File: src/rtl/pipe_latch_if.sv
// Valid/ready handshake bundle for pipe_latch: the upstream (in_*) and downstream (out_*) channels.
// The block itself takes the slave view; whoever drives and consumes it takes the master view.
interface pipe_latch_if #(
  parameter int DATA_W = 64
);
  logic              in_valid;
  logic              in_ready;
  logic [DATA_W-1:0] in_data;
  logic              out_valid;
  logic              out_ready;
  logic [DATA_W-1:0] out_data;

  modport master (
    output in_valid, in_data, out_ready,
    input  in_ready, out_valid, out_data
  );

  modport slave (
    input  in_valid, in_data, out_ready,
    output in_ready, out_valid, out_data
  );
endinterface

File: src/rtl/pipe_latch.sv
// Pipeline latch: one-cycle register slice with an optional skid entry, flush/freeze control
// and a saturating counter of cycles in which held data could not leave.
module pipe_latch #(
  parameter int DATA_W  = 64,
  parameter bit SKID_EN = 1'b1,
  parameter int CNT_W   = 16
) (
  input  logic             CLK,
  input  logic             nRST,
  input  logic             flush,
  input  logic             freeze,
  pipe_latch_if.slave      bus,
  output logic [1:0]       count,
  output logic [CNT_W-1:0] stall_cycles
);

  localparam logic [1:0] ST_EMPTY = 2'd0;
  localparam logic [1:0] ST_ONE   = 2'd1;
  localparam logic [1:0] ST_TWO   = 2'd2;

  logic [1:0]        state_q, state_d;
  logic [DATA_W-1:0] main_q, main_d;
  logic [DATA_W-1:0] skid_q, skid_d;
  logic [CNT_W-1:0]  stall_q, stall_d;
  logic              in_ready_w, out_valid_w, accept, drain;

  // With the skid entry, in_ready depends on state only, which breaks the out_ready -> in_ready path.
  always_comb begin
    out_valid_w = nRST && !freeze && (state_q != ST_EMPTY);
    in_ready_w  = 1'b0;
    if (nRST && !freeze) begin
      if (SKID_EN) in_ready_w = (state_q != ST_TWO);
      else         in_ready_w = (state_q == ST_EMPTY) || bus.out_ready;
    end
    accept = bus.in_valid && in_ready_w;
    drain  = out_valid_w && bus.out_ready;
  end

  // Freeze needs no branch of its own: it forces accept and drain low, so every state holds.
  always_comb begin
    // NOTE: every output of this block gets a default first so no path leaves it unassigned
    // (an unassigned path would infer a latch).
    state_d = state_q;
    main_d  = main_q;
    skid_d  = skid_q;
    stall_d = stall_q;

    if ((state_q != ST_EMPTY) && !drain && (stall_q != {CNT_W{1'b1}}))
      stall_d = stall_q + CNT_W'(1);

    if (flush) begin
      state_d = ST_EMPTY;
    end else begin
      case (state_q)
        ST_EMPTY: begin
          if (accept) begin
            state_d = ST_ONE;
            main_d  = bus.in_data;
          end
        end
        ST_ONE: begin
          if (accept && drain) begin
            main_d = bus.in_data;
          end else if (drain) begin
            state_d = ST_EMPTY;
          end else if (accept && SKID_EN) begin
            state_d = ST_TWO;
            skid_d  = bus.in_data;
          end
        end
        ST_TWO: begin
          if (drain) begin
            state_d = ST_ONE;
            main_d  = skid_q;
          end
        end
        default: state_d = ST_EMPTY;
      endcase
    end
  end

  always_ff @(posedge CLK) begin
    // NOTE: non-blocking assignments here so every flop samples pre-edge values, whatever the
    // statement order.
    if (!nRST) begin
      state_q <= ST_EMPTY;
      // NOTE: payload registers are cleared as well, so out_data is a known value right after
      // reset.
      main_q  <= '0;
      skid_q  <= '0;
      stall_q <= '0;
    end else begin
      state_q <= state_d;
      main_q  <= main_d;
      skid_q  <= skid_d;
      stall_q <= stall_d;
    end
  end

  assign bus.in_ready  = in_ready_w;
  assign bus.out_valid = out_valid_w;
  assign bus.out_data  = main_q;
  assign count         = state_q;
  assign stall_cycles  = stall_q;

endmodule
File: src/flat_wrapper.sv
// flat-port wrapper written by rule: the top's interface ports become plain ports
module pipe_latch_flat 
#(
  parameter int DATA_W  = 64,
  parameter bit SKID_EN = 1'b1,
  parameter int CNT_W   = 16
)
  (CLK, nRST, flush, freeze, count, stall_cycles, bus_in_valid, bus_in_data, bus_out_ready, bus_in_ready, bus_out_valid, bus_out_data);
  pipe_latch_if #(.DATA_W(DATA_W)) bus_i ();
  input  logic CLK;
  input  logic nRST;
  input  logic flush;
  input  logic freeze;
  output logic [1:0] count;
  output logic [CNT_W-1:0] stall_cycles;
  input wire logic [$bits(bus_i.in_valid)-1:0] bus_in_valid;
  input wire logic [$bits(bus_i.in_data)-1:0] bus_in_data;
  input wire logic [$bits(bus_i.out_ready)-1:0] bus_out_ready;
  output wire logic [$bits(bus_i.in_ready)-1:0] bus_in_ready;
  output wire logic [$bits(bus_i.out_valid)-1:0] bus_out_valid;
  output wire logic [$bits(bus_i.out_data)-1:0] bus_out_data;
  assign bus_i.in_valid = bus_in_valid;
  assign bus_i.in_data = bus_in_data;
  assign bus_i.out_ready = bus_out_ready;
  assign bus_in_ready = bus_i.in_ready;
  assign bus_out_valid = bus_i.out_valid;
  assign bus_out_data = bus_i.out_data;
  pipe_latch #(.DATA_W(DATA_W), .SKID_EN(SKID_EN), .CNT_W(CNT_W)) u_core (.CLK(CLK), .nRST(nRST), .flush(flush), .freeze(freeze), .bus(bus_i), .count(count), .stall_cycles(stall_cycles));
endmodule
File: config.mk
export PLATFORM = sky130hd
export DESIGN_NAME = pipe_latch_flat
export DESIGN_NICKNAME = d
export VERILOG_FILES = /design/src/rtl/pipe_latch_if.sv /design/src/rtl/pipe_latch.sv /design/src/flat_wrapper.sv
export SDC_FILE = /design/constraint.sdc
export NUM_CORES = 1
export LEC_CHECK = 0
export BUFFER_PORTS_ARGS = -buffer_cell sky130_fd_sc_hd__buf_2
export CORE_AREA = 2 2 114 143
export CTS_CLUSTER_SIZE = 30
export DETAILED_ROUTE_END_ITERATION = 12
export DIE_AREA = 0 0 116 145
export PLACE_DENSITY = 0.74
export SLEW_MARGIN = 20
export SYNTH_ARGS = -nofsm -noshare
export SYNTH_HDL_FRONTEND = slang
export SYNTH_SLANG_ARGS = --single-unit
File: constraint.sdc
create_clock -name CLK -period 1.8 [get_ports CLK]
set_clock_uncertainty 0.1 [all_clocks]
set_input_delay 0.27 -clock CLK [delete_from_list [all_inputs] [get_ports CLK]]
set_output_delay 0.27 -clock CLK [all_outputs]
set_load 0.01 [all_outputs]
# ---- After elaboration in Yosys (flattened, before gate mapping)
# Index checks and enable logic that the tools add are counted.
dict set report word_totals {
  register_bits 146
  in_bits 70
  output_inout_bits 84
  elab_cells 45
}
dict set report op_classes {
  n_addsub 1
  n_eq_ne 9
  muxes 11
  bitwise 4
  n_reduce_logical 16
}
# op n
set ops {}
lappend ops {{$mux 64} 3}
lappend ops {{$pmux 64 s3} 1}
lappend ops {{$add 16x1->16 const B} 1}
lappend ops {{$ne 16x16->1 const B} 1}
lappend ops {{$mux 2} 5}
lappend ops {{$reduce_and 5->1} 2}
lappend ops {{$logic_and 1x1->1} 7}
lappend ops {{$ne 2x1->1 const B} 3}
lappend ops {{$pmux 2 s3} 1}
lappend ops {{$ne 2x2->1 const B} 2}
lappend ops {{$not 1->1} 4}
lappend ops {{$reduce_and 4->1} 1}
lappend ops {{$ne 3x1->1 const B} 1}
lappend ops {{$reduce_bool 3->1} 1}
lappend ops {{$eq 2x1->1 const B} 1}
lappend ops {{$eq 2x2->1 const B} 1}
lappend ops {{$logic_not 1->1} 2}
lappend ops {{$logic_not 2->1} 1}
lappend ops {{$reduce_bool 2->1} 1}
lappend ops {{$reduce_or 2->1} 1}
lappend ops {{$mux 1} 1}

# ---- Depth between registers and ports, before layout
# Gate-level depths: netlist of the first run.
dict set report depth {
  depth_word 8
  depth_mapped 6
}

# ---- Worst setup path before layout of the first run
# OpenSTA, ideal clock, no wires.
dict set report synth_path {
  path_type {reg-to-reg}
  start {reg u_core.state_q[1], in the netlist u_core.count[1]}
  end {reg u_core.stall_q[11], in the netlist u_core.stall_cycles[11]}
  setup_ns 0.070
  t_arrival_ns 1.810
  setup_slack_ns -0.180
  path_stages_with_launch 6
  path_buffers 1
  synth_period_minus_slack_ns 1.980
  cell_sequence {dfxtp_1 > nor2_2 > or4_1 > buf_2 > or4_1 > a21oi_1}
}
dict set report synth_via {
  elab_chain_cells 6
}
# item line_no
set synth_rtl {}
lappend synth_rtl {{start: declaration} pipe_latch.sv:21} ;# logic [1:0] state_q, state_d;
lappend synth_rtl {{start signal: assignment} pipe_latch.sv:93} ;# state_q <= state_d;
lappend synth_rtl {{$reduce_bool 2->1 (*)} {pipe_latch.sv:29, pipe_latch.sv:48}}
lappend synth_rtl {{$logic_and 1x1->1} pipe_latch.sv:29} ;# out_valid_w = nRST && !freeze && (state_q != ST_EMPTY);
lappend synth_rtl {{$logic_and 1x1->1} pipe_latch.sv:36} ;# drain = out_valid_w && bus.out_ready;
lappend synth_rtl {{$logic_not 1->1} pipe_latch.sv:48} ;# if ((state_q != ST_EMPTY) && !drain && (stall_q != {CNT_W{1'b1}}))
lappend synth_rtl {{$logic_and 1x1->1 (*) (2 in a row)} pipe_latch.sv:48}
lappend synth_rtl {{end signal: assignment} pipe_latch.sv:96} ;# stall_q <= stall_d;
lappend synth_rtl {{end: declaration} pipe_latch.sv:24} ;# logic [CNT_W-1:0] stall_q, stall_d;
# Mark *: on every way between the ends. The rest lies on a longest branch, timed or not.
# A chain may end at the register's enable or synchronous reset.

# ---- Worst setup path after layout of the first run
dict set report layout_path {
  start {reg u_core.state_q[0], in the netlist u_core.count[0]}
  end {reg u_core.stall_q[9], in the netlist u_core.stall_cycles[9]}
}
# Same word-level chain as after synthesis.

==> flow_summary.toml, run 1 <==
[die]
core_area_um2 = 15440
die-height_um = 145
io_pins = 154
die_area_um2 = 16820
core.rowCount = 51
horiz_die_dim_um = 116
floorplan.initialDensity_pct = 39.35

[yosys]
asyncSetResetFlopFracSynth_pct = 0
yosys_warnings = 0
synth.distinct_cells = 38
synth_top_cell_by_area = "dfxtp_1"
synth-seq-area-share_pct = 48.11
ys_ff_latch = 146
netlist_top_cells_count = "nand2_1 (204), dfxtp_1 (146), mux2i_1 (135)"
syn_nets = 748
synth_area_um2 = 6076
syn-instance-count = 677
synthesis.area_per_instance_um2 = 8.975
yosys.cell_count.top_type = "nand2_1"
synth_flop_cell = "dfxtp_1"
synth_area_leaders = "dfxtp_1 (48%), mux2i_1 (22%), nand2_1 (13%)"
synth_enable_flop_cells = 0
yosysTopAreaCellShare_pct = 48.11

[setup_path]
cp_data_arrival_time_ps = 2040
startpoint_types = "flip-flop"
critical_path.max_fanout = 8
reg2reg_setup_slack_ps = 10
end_kind = "flip-flop"
criticalPathCategory = "flip-flop to flip-flop"
crit_required_ps = 2050

[place]
placed_instance_area_um2 = 7420
dpl_wire_length_mm = 9.704
port-buffer-count = 153
placed_cells = 1040
gp_congestion = 0.8218

[cells_and_area]
postLayoutCoreUtil_pct = 55.48
n_antenna_cell = 0
layout.cells.non_filler = 1116
post-route-cell-area_um2 = 8567
layout_cell_share_with_drive_strength_beyond_1_pct = 28.87
area_growth_pct = 41.00
final_nets = 962

[global_route]
grt_pass1_wl_mm = 26.04
largest_net_degree_at_the_start_of_global_routing = 83
globalRouteTotalUtil_pct = 19.39
first_global_vias = 5300
grt_overflow_total = 0
grt_antenna_before_repair = 0

[pwr]
leakage_nw = 4.332
ir_drop_mv = 0.7965
cellPowerDensity_nw_per_um2 = 881.5

[timing]
rsz0062_at_grt = "true"
timing.final.max_slew_violations = 0
fmax_mhz = 558.6
max-slew-margin-rel_pct = 68.74
time_the_final_worst_path_needs_with_i_o_delays_and_setup_ps = 1790
setup_violation_total_in_the_final_timing_report = 0
hold_viol = 0
setup_total_negative_slack_ps = 0
timing.final.crit_share_pct = 99.46
timing_worst_slew_pin_value_ps = 465.7

[clock_network]
cts_num_sinks = 146
clk_pin_slew_worst_paths_ps = 60
cts_made_buffers = 17
htreeDepth = 4
clock_tree.root_cell = "clkbuf_16"
maximum_number_of_buffers_from_clock_root_to_sink = 2
clkLatencyLatePin_ps = 410
clock_tree_from_tritoncts = "yes"

[job]
cap_viol_max_count = 0

[routing]
wl_mm = 16.51
drt-wirelength-per-cell_um = 14.80
detail_route.drc_violations = 0
drt-pass1-iter-count = 4
final_antenna_net_count = 0
post_drt_via_cell_ratio = 4.948
dr.first_iter.drc_count = 236
dr_total_vias = 5522

[min_path]
hp-class = "primary input to flip-flop"

[status]
result_of_the_run = "complete, no violations"
state kept, by name, indices dropped and copies added (netlist names):
register and count:
u_core.bus.out_data 64, u_core.count 2, u_core.skid_q 64, u_core.stall_cycles 16
cells by family after synthesis:
group	count (synthesis)	share of synthesized area [%]
AOI/OAI and AO/OA	89	7.908
buffers and inverters	49	3.192
DFF	146	48.11
muxes	135	22.24
xor gates and xnor gates	1	0.1442
adders and majority gates	1	0.2059
and+or+nand+nor	256	18.20
report_power, final:
part,internal [mW],leakage [nW],switching [mW]
registers,3.28,1.19,0.0304
logic,0.254,2.85,0.250
clock network,2.35,0.301,1.39
cell usage in the layout (no fill, tap or decap), drive strengths merged, types with 2 or more instances in the layout:
| master | Yosys | routed |
|---|---|---|
| or4 | 5 | 5 |
| dlygate4sd3 | 0 | 38 |
| a21oi | 73 | 73 |
| nor2 | 4 | 4 |
| nand4 | 6 | 6 |
| clkbuf | 31 | 22 |
| inv | 4 | 6 |
| buf | 14 | 201 |
| nor3 | 3 | 3 |
| nand2 | 204 | 204 |
| nand3 | 5 | 5 |
| bufinv | 0 | 3 |
| and3 | 2 | 2 |
| o211ai | 2 | 2 |
| dfxtp | 146 | 146 |
| o21ai | 4 | 4 |
| mux2i | 135 | 135 |
| nor4 | 5 | 5 |
| clkinvlp | 0 | 3 |
| or3 | 5 | 5 |
| clkinv | 0 | 3 |
| nand2b | 10 | 10 |
| o31ai | 5 | 5 |
worst paths after layout:
check | cells after the start | to | startpoint
max | 4 | u_core.stall_cycles[9] | u_core.count[0]
min | 3 | u_core.skid_q[7] | bus_in_data[7]
max reg2reg | 4 | u_core.stall_cycles[9] | u_core.count[0]
min reg2reg | 2 | u_core.skid_q[39] | u_core.skid_q[39]
metal layers:
| layer | GRT usage (%) | up-vias | part of all wire, % |
|---|---|---|---|
| met5 | 0 | - | 0 |
| met4 | 7.560 | 0 | 2.0 |
| met3 | 4.177 | 27 | 3.7 |
| met2 | 33.30 | 143 | 51 |
| met1 | 23.27 | 2607 | 43 |
| li1 | - | 2745 | - |
worst max-delay path, cell delays in order (launching register included):
cell	delay (ps)
dfxtp_4	370
nor2_4	40
or4_4	580
or4_1	500
a21oi_2	130
per-stage QoR:
stage          hold WS, ps  setup WS [ps]  power (mW)
2_1_floorplan        306.0         -31.68       3.585
3_3_place_gp         340.5         -95.29       3.816
3_5_place_dp         345.6         -134.2       3.820
4_1_cts             0.6633          1.598       7.613
5_1_grt              2.517         -37.40       7.833
6_report             6.718          9.750       7.552
area by class of cell:
class / instances / area (um2)
Tap cell: 212 / 265.3
Inverter: 4 / 15.01
Timing Repair Buffer: 240 / 1679
Clock inverter: 11 / 148.9
Clock buffer: 21 / 481.7
Multi-Input combinational cell: 482 / 3039
Sequential cell: 146 / 2938
Fill cell: 1369 / 6875
repair_timing:
item / 4_1_cts / 5_1_grt
setup endpoints to repair: 12 / 75
hold buffers: 38 / 0
buffers inserted: 0 / 3
cloned: 1 / 2
pin swaps: 0 / 3
endpoints found under the hold margin: 38 / 0
resized for setup: 5 / 12
Note: power is estimated with default switching activity, not from simulation.
==> inputs of run 2 (changes only) <==
==> constraint.sdc (replaced) <==
create_clock -name CLK -period 1.5 [get_ports CLK]
set_clock_uncertainty 0.1 [all_clocks]
set_input_delay 0.225 -clock CLK [delete_from_list [all_inputs] [get_ports CLK]]
set_output_delay 0.225 -clock CLK [all_outputs]
set_load 0.01 [all_outputs]
==> run 2 against run 1 <==
Compared with the run above:
- the flow now finishes with violations (negative setup slack)
- sequential power grew 20%
- flip-flop and latch count unchanged
- wire length rose by 17%
- final cell count up 6.3%
- utilization up 6.5 points
- sequential share of layout area is 3.4 points lower
- critical endpoint is now u_core.skid_q[41]
- worst hold slack improved by 78 ps
- non-clock buffer count rose by 68
==> flow_summary.toml, run 2 (synthesis results as in run 1) <==
[die]
horiz_die_dim_um = 116
die_area_um2 = 16820
core.rowCount = 51
io_pins = 154
floorplan.initialDensity_pct = 39.35
core_area_um2 = 15440
die-height_um = 145

[setup_path]
worstPathCellList = "buf_6 -> and4bb_2 -> or3b_4 -> buf_12 -> nand2_1 -> a21oi_1"
crit_required_ps = 1690
startpoint_types = "flip-flop"
critical_path.reg2reg.endpoint = "u_core.skid_q[41]"
cp_data_arrival_time_ps = 2070
rr_worst_depth = 6
criticalPathCategory = "flip-flop to flip-flop"
max_stage_delay_ps = 490
critical_path.slowest_cell = "or3b_4"
end_kind = "flip-flop"
reg2reg_setup_slack_ps = -380
r2r-start = "u_core.count[1]"
cp_num_buf_inv = 2
critical_path.max_fanout = 10
largest_delay_share_family_worst_path = "simple AND/OR/NAND/NOR gates"

[global_route]
first_global_vias = 5742
largest_net_degree_at_the_start_of_global_routing = 62
grt_pass1_wl_mm = 27.37
globalRouteTotalUtil_pct = 20.53
grt_antenna_before_repair = 1
grt_overflow_total = 0

[min_path]
depth_of_the_worst_hold_timing_path = 3
hold_path_startpoint = "flush"
holdPathEnd = "u_core.count[1]"
hp-class = "primary input to flip-flop"

[timing]
fmax_mhz = 531.6
time_the_final_worst_path_needs_with_i_o_delays_and_setup_ps = 1881
hold_viol = 0
setup_total_negative_slack_ps = -42130
max-slew-margin-rel_pct = 52.02
post-route-worst-setup-slack_ps = -381.0
timing.final.crit_share_pct = 125.4
hold_slack_ps = 84.95
rsz0062_at_grt = "true"
timing_worst_slew_pin_value_ps = 719.7
timing.final.max_slew_violations = 0
setup_violation_total_in_the_final_timing_report = 144

[place]
gp_congestion = 0.9190
port-buffer-count = 153
dpl_wire_length_mm = 10.66

[pwr]
p_clk_share_pct = 48.7
leakage_nw = 4.748
internal_power_mw = 7.105
power_switching_share_pct = 22.35
total_power_mw = 9.149
part_of_the_total_power_dissipated_in_sequential_elements_pct = 43.4
cellPowerDensity_nw_per_um2 = 956.3
ir_drop_mv = 0.7151
combPwrFrac_pct = 7.9
switching_power_mw = 2.045

[cells_and_area]
area_growth_pct = 57.48
final.fill_count = 1235
layout.cells.most_common = "nand2_1"
final_nets = 1031
layout_common_cells = "nand2_1 (185), buf_2 (149), mux2i_1 (133), dfxtp_1 (132)"
postLayoutCoreUtil_pct = 61.96
layout_cell_share_with_drive_strength_beyond_1_pct = 36.28

[routing]
drt-pass1-iter-count = 5
drt-wirelength-per-cell_um = 16.35
detail_route.drc_violations = 0
wl_mm = 19.39
post_drt_via_cell_ratio = 5.066
dr.first_iter.drc_count = 380
final_antenna_net_count = 0
dr_total_vias = 6008

[status]
violations = "negative setup slack"
result_of_the_run = "complete, but fails checks"

[clock_network]
cts_made_buffers = 17
htreeDepth = 4
clock_tree.root_cell = "clkbuf_16"
cts_num_sinks = 146
clock_tree_from_tritoncts = "yes"
clk_pin_slew_worst_paths_ps = 60
maximum_number_of_buffers_from_clock_root_to_sink = 2
clkLatencyLatePin_ps = 420

[job]
cap_viol_max_count = 0
## run 2: worst max-delay path by stage
stage | startpoint | endpoint | slack, ps | cells after the start
2_1_floorplan | u_core.count[0] | u_core.stall_cycles[11] | -320 | 5
3_3_place_gp | nRST | u_core.stall_cycles[10] | -440 | 6
3_5_place_dp | nRST | u_core.skid_q[36] | -490 | 6
4_1_cts | u_core.count[1] | u_core.skid_q[18] | -310 | 6
5_1_grt | u_core.count[1] | u_core.skid_q[41] | -410 | 6
6_report | u_core.count[1] | u_core.skid_q[41] | -380 | 6
## run 2: final cells by class
type | count | area (um2) | area share [%]
inverter | 4 | 15.01 | 0.1569
clock inverter | 13 | 183.9 | 1.922
multi-input combinational | 483 | 3293 | 34.42
sequential | 146 | 2953 | 30.86
antenna | 1 | 2.502 | 0.02615
clock buffer | 19 | 432.9 | 4.525
timing repair buffer | 308 | 2422 | 25.32
tap | 212 | 265.3 | 2.772
## run 2: timing repair
item,4_1_cts,5_1_grt
gates cloned,0,11
buffers inserted,10,6
hold buffers,64,0
hold endpoints to repair,93,0
pin swaps,8,9
endpoints found under the setup margin,146,148
resized for setup,26,74
## run 2: metrics by stage
stage	std cells	area [um2]	setup WS, ps
global placement	1064	7602	-437.7
floorplan	677	6223	-324.1
detailed placement	1064	7602	-485.7
CTS	1169	9044	-306.2
finish	1186	9568	-381.0
global route	1186	9568	-411.3
## run 2: power by group through the flow
stage	Combinational, mW	Clock, mW	Sequential (mW)
floorplan	0.216	0	4.09
global placement	0.513	0	4.06
detailed placement	0.521	0	4.06
CTS	0.664	4.52	3.97
global route	0.775	4.71	3.98
finish	0.723	4.45	3.97
## run 2: metal layers
metal | vias up | part of all wire [%] | global-route usage, %
li1 | 2887 | - | -
met5 | - | 0 | 0
met3 | 59 | 3.4 | 3.968
met4 | 0 | 3.8 | 11.67
met2 | 189 | 54 | 36.49
met1 | 2873 | 39 | 22.20
## run 2: worst reg2reg max path: cells and delay by family (launching register included)
| family | cells | cell delay [ps] |
|---|---|---|
| buffers and inverters | 2 | 310 |
| and+or+nand+nor | 3 | 890 |
| AOI/OAI and AO/OA | 1 | 90 |
| DFF | 1 | 350 |
